==> config.mk <==
export PLATFORM = sky130hd
export DESIGN_NAME = parity_window_counter
export DESIGN_NICKNAME = d
export VERILOG_FILES = /design/src/rtl/pwc_pkg.sv /design/src/rtl/pwc_run_tracker.sv /design/src/rtl/parity_window_counter.sv
export SDC_FILE = /design/constraint.sdc
export NUM_CORES = 1
export LEC_CHECK = 0
export ABC_AREA = 1
export BUFFER_PORTS_ARGS = -buffer_cell sky130_fd_sc_hd__buf_4
export CORE_UTILIZATION = 45
export DETAILED_ROUTE_END_ITERATION = 7
export GPL_ROUTABILITY_DRIVEN = 0
export PLACE_DENSITY = 0.65
export SLEW_MARGIN = 20
export SYNTH_ARGS = -nofsm -noshare
export SYNTH_HDL_FRONTEND = slang
export SYNTH_SLANG_ARGS = --single-unit
==> constraint.sdc <==
create_clock -name clk -period 2 [get_ports clk]
set_input_delay 0.4 -clock clk [delete_from_list [all_inputs] [get_ports clk]]
set_output_delay 0.4 -clock clk [all_outputs]
set_load 0.01 [all_outputs]
==> src/rtl/pwc_pkg.sv <==
// Shared types and defaults for the parity window counter.
//   pwc_state_t    : accumulator FSM state (IDLE, ACCUM)
//   PWC_WINDOW_DEF : default number of samples per window
package pwc_pkg;

    typedef enum logic {
        IDLE  = 1'b0,
        ACCUM = 1'b1
    } pwc_state_t;

    localparam int PWC_WINDOW_DEF = 16;

endpackage

==> src/rtl/pwc_run_tracker.sv <==
// Consecutive-ones run tracker for one window.
// Holds the current run length and the longest run seen so far in the
// window. Both outputs are registered and exclude the sample presented
// this cycle; the owner folds in the current bit when it needs a final
// value on the window-end edge.
// Ports:
//   clk, rst_n : clock, async active-low reset
//   bit_in     : sample bit
//   sample     : bit_in is a valid sample this edge
//   restart    : this sample closes the window; both runs return to 0 after it
//   clear      : abort, both runs return to 0 (sample ignored)
//   cur_run    : length of the run ending at the previous sample
//   max_run    : longest run in the window up to the previous sample
module pwc_run_tracker #(
    parameter int CNT_W = 5
) (
    input  logic             clk,
    input  logic             rst_n,
    input  logic             bit_in,
    input  logic             sample,
    input  logic             restart,
    input  logic             clear,
    output logic [CNT_W-1:0] cur_run,
    output logic [CNT_W-1:0] max_run
);

    logic [CNT_W-1:0] run_nxt;
    logic [CNT_W-1:0] max_nxt;

    always_comb begin
        run_nxt = bit_in ? cur_run + CNT_W'(1) : '0;
        max_nxt = (run_nxt > max_run) ? run_nxt : max_run;
    end

    always_ff @(posedge clk or negedge rst_n) begin
        if (!rst_n) begin
            cur_run <= '0;
            max_run <= '0;
        end else if (clear || (sample && restart)) begin
            // Runs never carry across a window boundary.
            cur_run <= '0;
            max_run <= '0;
        end else if (sample) begin
            cur_run <= run_nxt;
            max_run <= max_nxt;
        end
    end

endmodule

==> src/rtl/parity_window_counter.sv <==
// Parity window counter.
// Samples bit_in once per clock over back-to-back windows of WINDOW
// samples and reports, per window, the count of ones and the longest
// run of consecutive ones over a valid/ready handshake. A window that
// ends while an unaccepted result is pending is dropped and flagged in
// the sticky overrun bit.
// Optional build macro PWC_FIRST_IDX_EN adds first_idx: index of the
// first 1 in the window, or WINDOW when the window holds no ones.
// Ports:
//   clk, rst_n          : clock, async active-low reset
//   en_i                : accumulate while high; low aborts a partial window
//   bit_in              : sample bit
//   clr_i               : synchronous clear of overrun (a new drop wins)
//   res_valid/res_ready : result handshake
//   ones_cnt, max_run   : result fields, stable while res_valid && !res_ready
//   overrun             : sticky dropped-result flag
//   first_idx           : (PWC_FIRST_IDX_EN only) first-one index
module parity_window_counter
    import pwc_pkg::*;
#(
    parameter  int WINDOW = PWC_WINDOW_DEF,
    localparam int CNT_W  = $clog2(WINDOW + 1)
) (
    input  logic             clk,
    input  logic             rst_n,
    input  logic             en_i,
    input  logic             bit_in,
    input  logic             clr_i,
    output logic             res_valid,
    input  logic             res_ready,
    output logic [CNT_W-1:0] ones_cnt,
    output logic [CNT_W-1:0] max_run,
    output logic             overrun
`ifdef PWC_FIRST_IDX_EN
    ,
    output logic [CNT_W-1:0] first_idx
`endif
);

    localparam logic [CNT_W-1:0] LAST_IDX = CNT_W'(WINDOW - 1);

    pwc_state_t       state, state_nxt;
    logic [CNT_W-1:0] idx;
    logic [CNT_W-1:0] ones_acc;
    logic [CNT_W-1:0] ones_now;
    logic [CNT_W-1:0] cur_run;
    logic [CNT_W-1:0] run_max;
    logic [CNT_W-1:0] run_now;
    logic [CNT_W-1:0] max_now;
    logic             sample;
    logic             abort;
    logic             win_end;
    logic             load;
    logic             drop;

    // ---------------- FSM ----------------
    always_ff @(posedge clk or negedge rst_n) begin
        if (!rst_n) state <= IDLE;
        else        state <= state_nxt;
    end

    always_comb begin
        state_nxt = state;
        case (state)
            IDLE:    if (en_i)  state_nxt = ACCUM;
            ACCUM:   if (!en_i) state_nxt = IDLE;
            default: state_nxt = IDLE;
        endcase
    end

    // idx is always 0 in IDLE, so an enabled edge in either state takes
    // sample idx; the window closes on the sample with index WINDOW-1.
    always_comb begin
        sample  = en_i;
        abort   = (state == ACCUM) && !en_i;
        win_end = en_i && (idx == LAST_IDX);
        load    = win_end && (!res_valid || res_ready);
        drop    = win_end && res_valid && !res_ready;
    end

    // ---------------- accumulators ----------------
    always_ff @(posedge clk or negedge rst_n) begin
        if (!rst_n) begin
            idx      <= '0;
            ones_acc <= '0;
        end else if (abort || win_end) begin
            idx      <= '0;
            ones_acc <= '0;
        end else if (sample) begin
            idx      <= idx + CNT_W'(1);
            ones_acc <= ones_now;
        end
    end

    pwc_run_tracker #(.CNT_W(CNT_W)) u_run (
        .clk     (clk),
        .rst_n   (rst_n),
        .bit_in  (bit_in),
        .sample  (sample),
        .restart (win_end),
        .clear   (abort),
        .cur_run (cur_run),
        .max_run (run_max)
    );

    // Window totals including the sample presented on this edge.
    always_comb begin
        ones_now = ones_acc + CNT_W'(bit_in);
        run_now  = bit_in ? cur_run + CNT_W'(1) : '0;
        max_now  = (run_now > run_max) ? run_now : run_max;
    end

    // ---------------- result / handshake ----------------
    always_ff @(posedge clk or negedge rst_n) begin
        if (!rst_n) begin
            res_valid <= 1'b0;
            ones_cnt  <= '0;
            max_run   <= '0;
        end else begin
            if (load) begin
                res_valid <= 1'b1;
                ones_cnt  <= ones_now;
                max_run   <= max_now;
            end else if (res_valid && res_ready) begin
                res_valid <= 1'b0;
            end
        end
    end

    always_ff @(posedge clk or negedge rst_n) begin
        if (!rst_n)     overrun <= 1'b0;
        else if (drop)  overrun <= 1'b1;
        else if (clr_i) overrun <= 1'b0;
    end

`ifdef PWC_FIRST_IDX_EN
    // WINDOW doubles as the "no one seen yet" marker while accumulating.
    localparam logic [CNT_W-1:0] NO_ONE = CNT_W'(WINDOW);

    logic [CNT_W-1:0] first_acc;
    logic [CNT_W-1:0] first_now;

    always_comb begin
        first_now = (bit_in && (first_acc == NO_ONE)) ? idx : first_acc;
    end

    always_ff @(posedge clk or negedge rst_n) begin
        if (!rst_n)                first_acc <= NO_ONE;
        else if (abort || win_end) first_acc <= NO_ONE;
        else if (sample)           first_acc <= first_now;
    end

    always_ff @(posedge clk or negedge rst_n) begin
        if (!rst_n)    first_idx <= '0;
        else if (load) first_idx <= first_now;
    end
`endif

endmodule

==> results.toml, run 1 <==
[synthesis]
synth_warnings = 0
synth.cell_area_um2 = 1680
synth_commonest_cells = "52 x nand2_1, 33 x dfrtp_1, 28 x inv_1"
yosys.area.top_type = "dfrtp_1"
seq_area_frac_synth = 0.492
synth-async-reset-ratio = 1.00
syn-num-nets = 207
synthFlopType = "dfrtp_1"
synthMostInstantiatedCell = "nand2_1"
avgSynthCellArea_um2 = 8.78
ys_ff_latch = 33
synth_edf_count = 0
synthCells = 191
synth_top_area_frac = 0.492
post_synth_num_cell_types = 25
synthTopCellsByArea = "dfrtp_1 49%, nand2_1 12%, ha_1 7.5%"

[sta]
clock_skew_ps = 7.53
fin_ws_ps = 7.44
grt_setup_unrepaired = "true"
fmax_mhz = 502
fin_crit_sh = 0.996
setup_tns_ps = 0
max_slew.worst_pin.slew_ps = 412
finalHoldViolCount = 0
setup_viol = 0
max_slew_margin = 0.726
finalCriticalPeriod_ps = 1990
drv_slew = 0

[floorplan]
fp.dieW_um = 63.1
die_h_um = 63.1
initial_core_util = 0.487
die_area_um2 = 3980
ios = 18
coreArea_um2 = 3440
rows = 21

[clocking]
clockBufferDepth = 2
clk_latency_ps = 290
htree_levels = 2
cts.sinks = 33
path_clk_slew_ps = 70
holdBufCountCts = 0
cts_tree = "yes"
root_buffer = "clkbuf_8"
cts_buffers = 5

[placement]
dp_hpwl_um = 2470
placed_cells = 259
place_area_um2 = 1900
dp_slack_ps = -73.3
numPortBuffers = 17

[final_layout]
antennaDiodeCount = 0
area_growth_pct = 27.8
layout.nets = 237
final_cell_area_um2 = 2140
fillers = 301
fin_cells = 268
drive_above_1_share = 0.324

[route]
viasPerCell = 5.10
drtAntennaViolNets = 0
drt_iter0_drc = 96
drc = 0
met3_length_um = 129
route.met2.wl_um = 1860
detail_route.first_pass.iterations = 4
num_vias = 1368
avgRoutedWirePerCell_um = 13.7
maxUsedRoutingLayer = "met4"
wl_um = 3670
wl_met1_um = 1590

[min_path]
timing.hold.worst.class = "in2async"

[grt]
grt_pass1_vias = 1324
grtUsageTotal = 0.197
grt_pass1_wl_um = 5940
antenna_found_initial = 0
grt_max_degree = 34
overflow = 0

[pwr]
peakVddDrop_v = 0.000480
p_per_area_nw_per_um2 = 977
power_leakage_nw = 1.09

[setup_path]
setup.worst_path.class = "reg2reg"
cp-start-kind = "flip-flop"
cp-end-kind = "flip-flop"
crit_fanout = 6
worst-endpoint-required_ps = 2170
cp.arrival_ps = 2170

[run]
drv_cap = 0

[run_status]
status = "completed"
logic make-up (layout without fill, tap and decap cells):
family                     count (synthesis)  after routing  share of synthesized area
and+or+nand+nor                           85             85                      0.227
DFF                                       33             33                      0.492
buffers and inverters                     33             64                     0.0835
AOI/OAI and AO/OA                         26             26                      0.101
adders and majority gates                 10             10                     0.0746
xor gates and xnor gates                   4              4                     0.0209
worst max-delay path, cell delays in order, from the launching register on:
cell,delay [ps]
dfrtp_1,380
ha_2,200
or2_4,260
nand3_4,70
inv_2,50
ha_4,250
nand2_1,90
nand2_1,70
nand2_2,90
nand3_4,130
nand2_4,120
nand2_1,70
nand3_1,60
nand2_1,50
registers in the layout, indices dropped and copies added, names as in the netlist:
register / count
max_run: 5
u_run.cur_run: 5
overrun: 1
ones_acc: 5
res_valid: 1
ones_cnt: 5
u_run.max_run: 5
idx: 5
state: 1
cells in the final DEF (no fill, tap or decap):
master and count:
nand4_1 3, clkbuf_8 6, nor2_1 3, a21oi_2 2, nand2_4 3, inv_2 4, nand3_4 2, ha_2 1
bufinv_16 1, buf_4 26, clkbuf_1 1, nand2_2 9, dfrtp_1 33, or2_4 1, o21ai_1 4, o21ai_0 4
xor2_1 3, xnor2_1 1, nor2_4 3, nor3_1 1, o22ai_1 6, inv_1 26, ha_1 7, nand2_1 41
a21boi_2 1, o21ai_2 7, ha_4 2, a21oi_1 2, nand3_2 4, nand3_1 15
path summary, 6_finish.rpt:
kind | startpoint | to | slack, ps | depth (start not counted)
max reg2reg | u_run.cur_run[1] | u_run.max_run[3] | 7 | 13
min in group clk | en_i | state | 270 | 1
min | rst_n | max_run[4] | 40 | 1
max in group asynchronous | rst_n | u_run.max_run[3] | 1660 | 1
max | u_run.cur_run[1] | u_run.max_run[3] | 7 | 13
min reg2reg | max_run[4] | max_run[4] | 480 | 2
stage by stage:
step / hold slack, ps / utilization / power (mW)
finish: 43.2 / 0.623 / 2.10
global route: 83.8 / 0.623 / 2.22
CTS: 62.5 / 0.591 / 1.94
detailed placement: 373 / 0.551 / 1.26
global placement: 368 / 0.551 / 1.25
floorplan: 104 / - / 1.13
routing by layer:
metal,GRT usage,vias to the layer above
li1,-,676
met3,0.0362,9
met1,0.253,660
met4,0.0959,0
met2,0.317,23
met5,0,-
cell type report:
| type | count | area [um^2] | share of cell area |
|---|---|---|---|
| Multi-Input combinational cell | 125 | 837 | 0.390 |
| Sequential cell | 33 | 826 | 0.385 |
| Timing Repair Buffer | 26 | 195 | 0.0910 |
| Inverter | 30 | 113 | 0.0525 |
| Clock buffer | 7 | 86.3 | 0.0403 |
| Tap cell | 46 | 57.6 | 0.0268 |
| Clock inverter | 1 | 30.0 | 0.0140 |
what timing repair did:
item	in CTS	in global routing
resized for setup	5	27
setup buffers	0	1
setup endpoints to repair	9	10
pin swaps	5	11
where the power goes:
group | internal [mW] | total [mW] | switching (mW)
Sequential | 0.733 | 0.772 | 0.0395
Combinational | 0.249 | 0.673 | 0.424
Clock | 0.406 | 0.651 | 0.245
Total | 1.39 | 2.10 | 0.708
No activity file was read; power rests on OpenSTA's default activity.
==> run 2, diff against run 1 <==
MAX_ROUTING_LAYER = met4   (was default)
SYNTH_HIERARCHICAL = 1   (was default)
==> results.toml, run 2 <==
[run_status]
status = "completed"

[setup_path]
crit_fanout = 5
cp-end-kind = "flip-flop"
startpoint = "u_run/cur_run[1]"
r2r_start = "u_run/cur_run[1]"
worst-endpoint-required_ps = 2180
cp.arrival_ps = 2150
cp-start-kind = "flip-flop"
setup.worst_path.class = "reg2reg"

[clocking]
root_buffer = "clkbuf_8"
holdBufCountCts = 0
clk_latency_ps = 280
cts_buffers = 5
cts_tree = "yes"
cts.sinks = 33
htree_levels = 2
clockBufferDepth = 2
path_clk_slew_ps = 70

[sta]
setup_tns_ps = 0
grt_setup_unrepaired = "true"
max_slew.worst_pin.slew_ps = 417
max_slew_margin = 0.722
setup_viol = 0
fin_ws_ps = 23.2
finalCriticalPeriod_ps = 1980
drv_slew = 0
timing.hold.ws_ps = 47.6
finalHoldViolCount = 0
clock_skew_ps = 2.55
fmax_mhz = 506
fin_crit_sh = 0.988

[pwr]
power_leakage_nw = 1.35
peakVddDrop_v = 0.000319
p_per_area_nw_per_um2 = 725
total_power_mw = 1.92

[grt]
grt_max_degree = 34
grtUsageTotal = 0.205
grt_pass1_wl_um = 6870
antenna_found_initial = 0
overflow = 0
grt_pass1_vias = 1521

[synthesis]
synth_warnings = 6
ys_ff_latch = 33
yosys.area.top_type = "dfrtp_1"
synthFlopType = "dfrtp_1"
synthTopCellsByArea = "dfrtp_1 41%, nand2_1 13%, ha_1 10%"
synthCells = 257
post_synth_num_cell_types = 23
synth_top_area_frac = 0.411
synth_edf_count = 0
synth.cell_area_um2 = 2010
seq_area_frac_synth = 0.411
avgSynthCellArea_um2 = 7.82
synthMostInstantiatedCell = "nand2_1"
syn-num-nets = 279
synth_commonest_cells = "71 x nand2_1, 45 x inv_1, 38 x nand3_1"
synth-async-reset-ratio = 1.00

[route]
detail_route.first_pass.iterations = 4
drt_iter0_drc = 97
drtAntennaViolNets = 0
num_vias = 1761
viasPerCell = 5.13
avgRoutedWirePerCell_um = 13.1
wl_um = 4510
drc = 0

[min_path]
timing.hold.worst.class = "in2async"

[final_layout]
antennaDiodeCount = 0
final_common_cell = "nand2_1"
fillers = 349
drive_above_1_share = 0.334
post-route-util = 0.639
layout_common_cells = "61 x nand2_1, 40 x inv_1, 30 x dfrtp_1, 25 x buf_4, 24 x nand3_1"
fin_cells = 343
final_cell_area_um2 = 2650
area_growth_pct = 31.7
layout.nets = 314

[floorplan]
rows = 23
die_h_um = 68.8
ios = 18
fp.dieW_um = 68.8
die_area_um2 = 4740
coreArea_um2 = 4140
initial_core_util = 0.485

[placement]
place_area_um2 = 2250
placed_cells = 330
numPortBuffers = 17
dp_slack_ps = -88.3
dp_hpwl_um = 2930

[run]
drv_cap = 0
[run 2: cell types whose count changed in the layout (fill, tap and decap cells not counted), moves of 3 or more]
| cell | change |
|---|---|
| buf_6 | +5 |
| inv_1 | +14 |
| nand3_1 | +9 |
| nand3_2 | +9 |
| o22ai_1 | -4 |
| dfrtp_2 | +3 |
| ha_4 | +4 |
| o21ai_2 | -5 |
| nor3_1 | +4 |
| nand2_1 | +20 |
| nor2_2 | +5 |
| dfrtp_1 | -3 |
| ha_1 | +3 |
[run 2: final timing paths]
path                               endpoint  slack, ps  cells past startpoint
min in group clk                    overrun        300                      2
max in group asynchronous  u_run/cur_run[0]       1630                      1
min reg2reg                     ones_cnt[2]        480                      2
max reg2reg                u_run/max_run[0]         20                     12
max                        u_run/max_run[0]         20                     12
min                              max_run[3]         50                      1
[run 2: logic make-up after synthesis]
logic type / count (synthesis) / share of synthesized area
AND/OR/NAND/NOR: 138 / 0.315
buffers and inverters: 49 / 0.100
flip-flops: 33 / 0.411
AO/OA/AOI/OAI: 18 / 0.0610
adder cells (fa/ha/maj): 16 / 0.0996
XOR/XNOR: 3 / 0.0131
[run 2: where the power goes]
part           total, mW  internal, mW  switching [mW]
Clock              0.656         0.406           0.250
Sequential         0.741         0.703          0.0379
Combinational      0.521         0.217           0.304
[run 2: layout make-up]
type                       instances  area (um^2)  area share
inverter                          47          179      0.0676
tap                               50         62.6      0.0236
multi-input combinational        175         1220       0.459
clock inverter                     1         30.0      0.0113
timing repair buffer              30          244      0.0922
sequential                        33          830       0.313
clock buffer                       7         86.3      0.0326
[run 2: repair_timing]
action,CTS,global route
gates resized for setup,15,40
hold endpoints to repair,0,0
pin swaps,5,23
buffers inserted,2,4
endpoints found under the setup margin,10,11
[run 2: layer usage]
layer,GRT usage,vias to the layer above,share of wire
li1,-,888,-
met1,0.267,839,0.47
met2,0.317,28,0.49
met3,0.0444,6,0.030
met4,0.0612,0,0.013
met5,-,-,0
[run 2: critical path, cell delays in order (launching register included)]
cell and delay, ps:
dfrtp_2 450, buf_4 170, nand3_1 60, nand2_1 60, nand3_2 70, inv_1 50, ha_1 300, nand2_2 120
nor2_4 50, a21oi_4 270, nand2_4 130, nand3_2 70, nand2_1 50
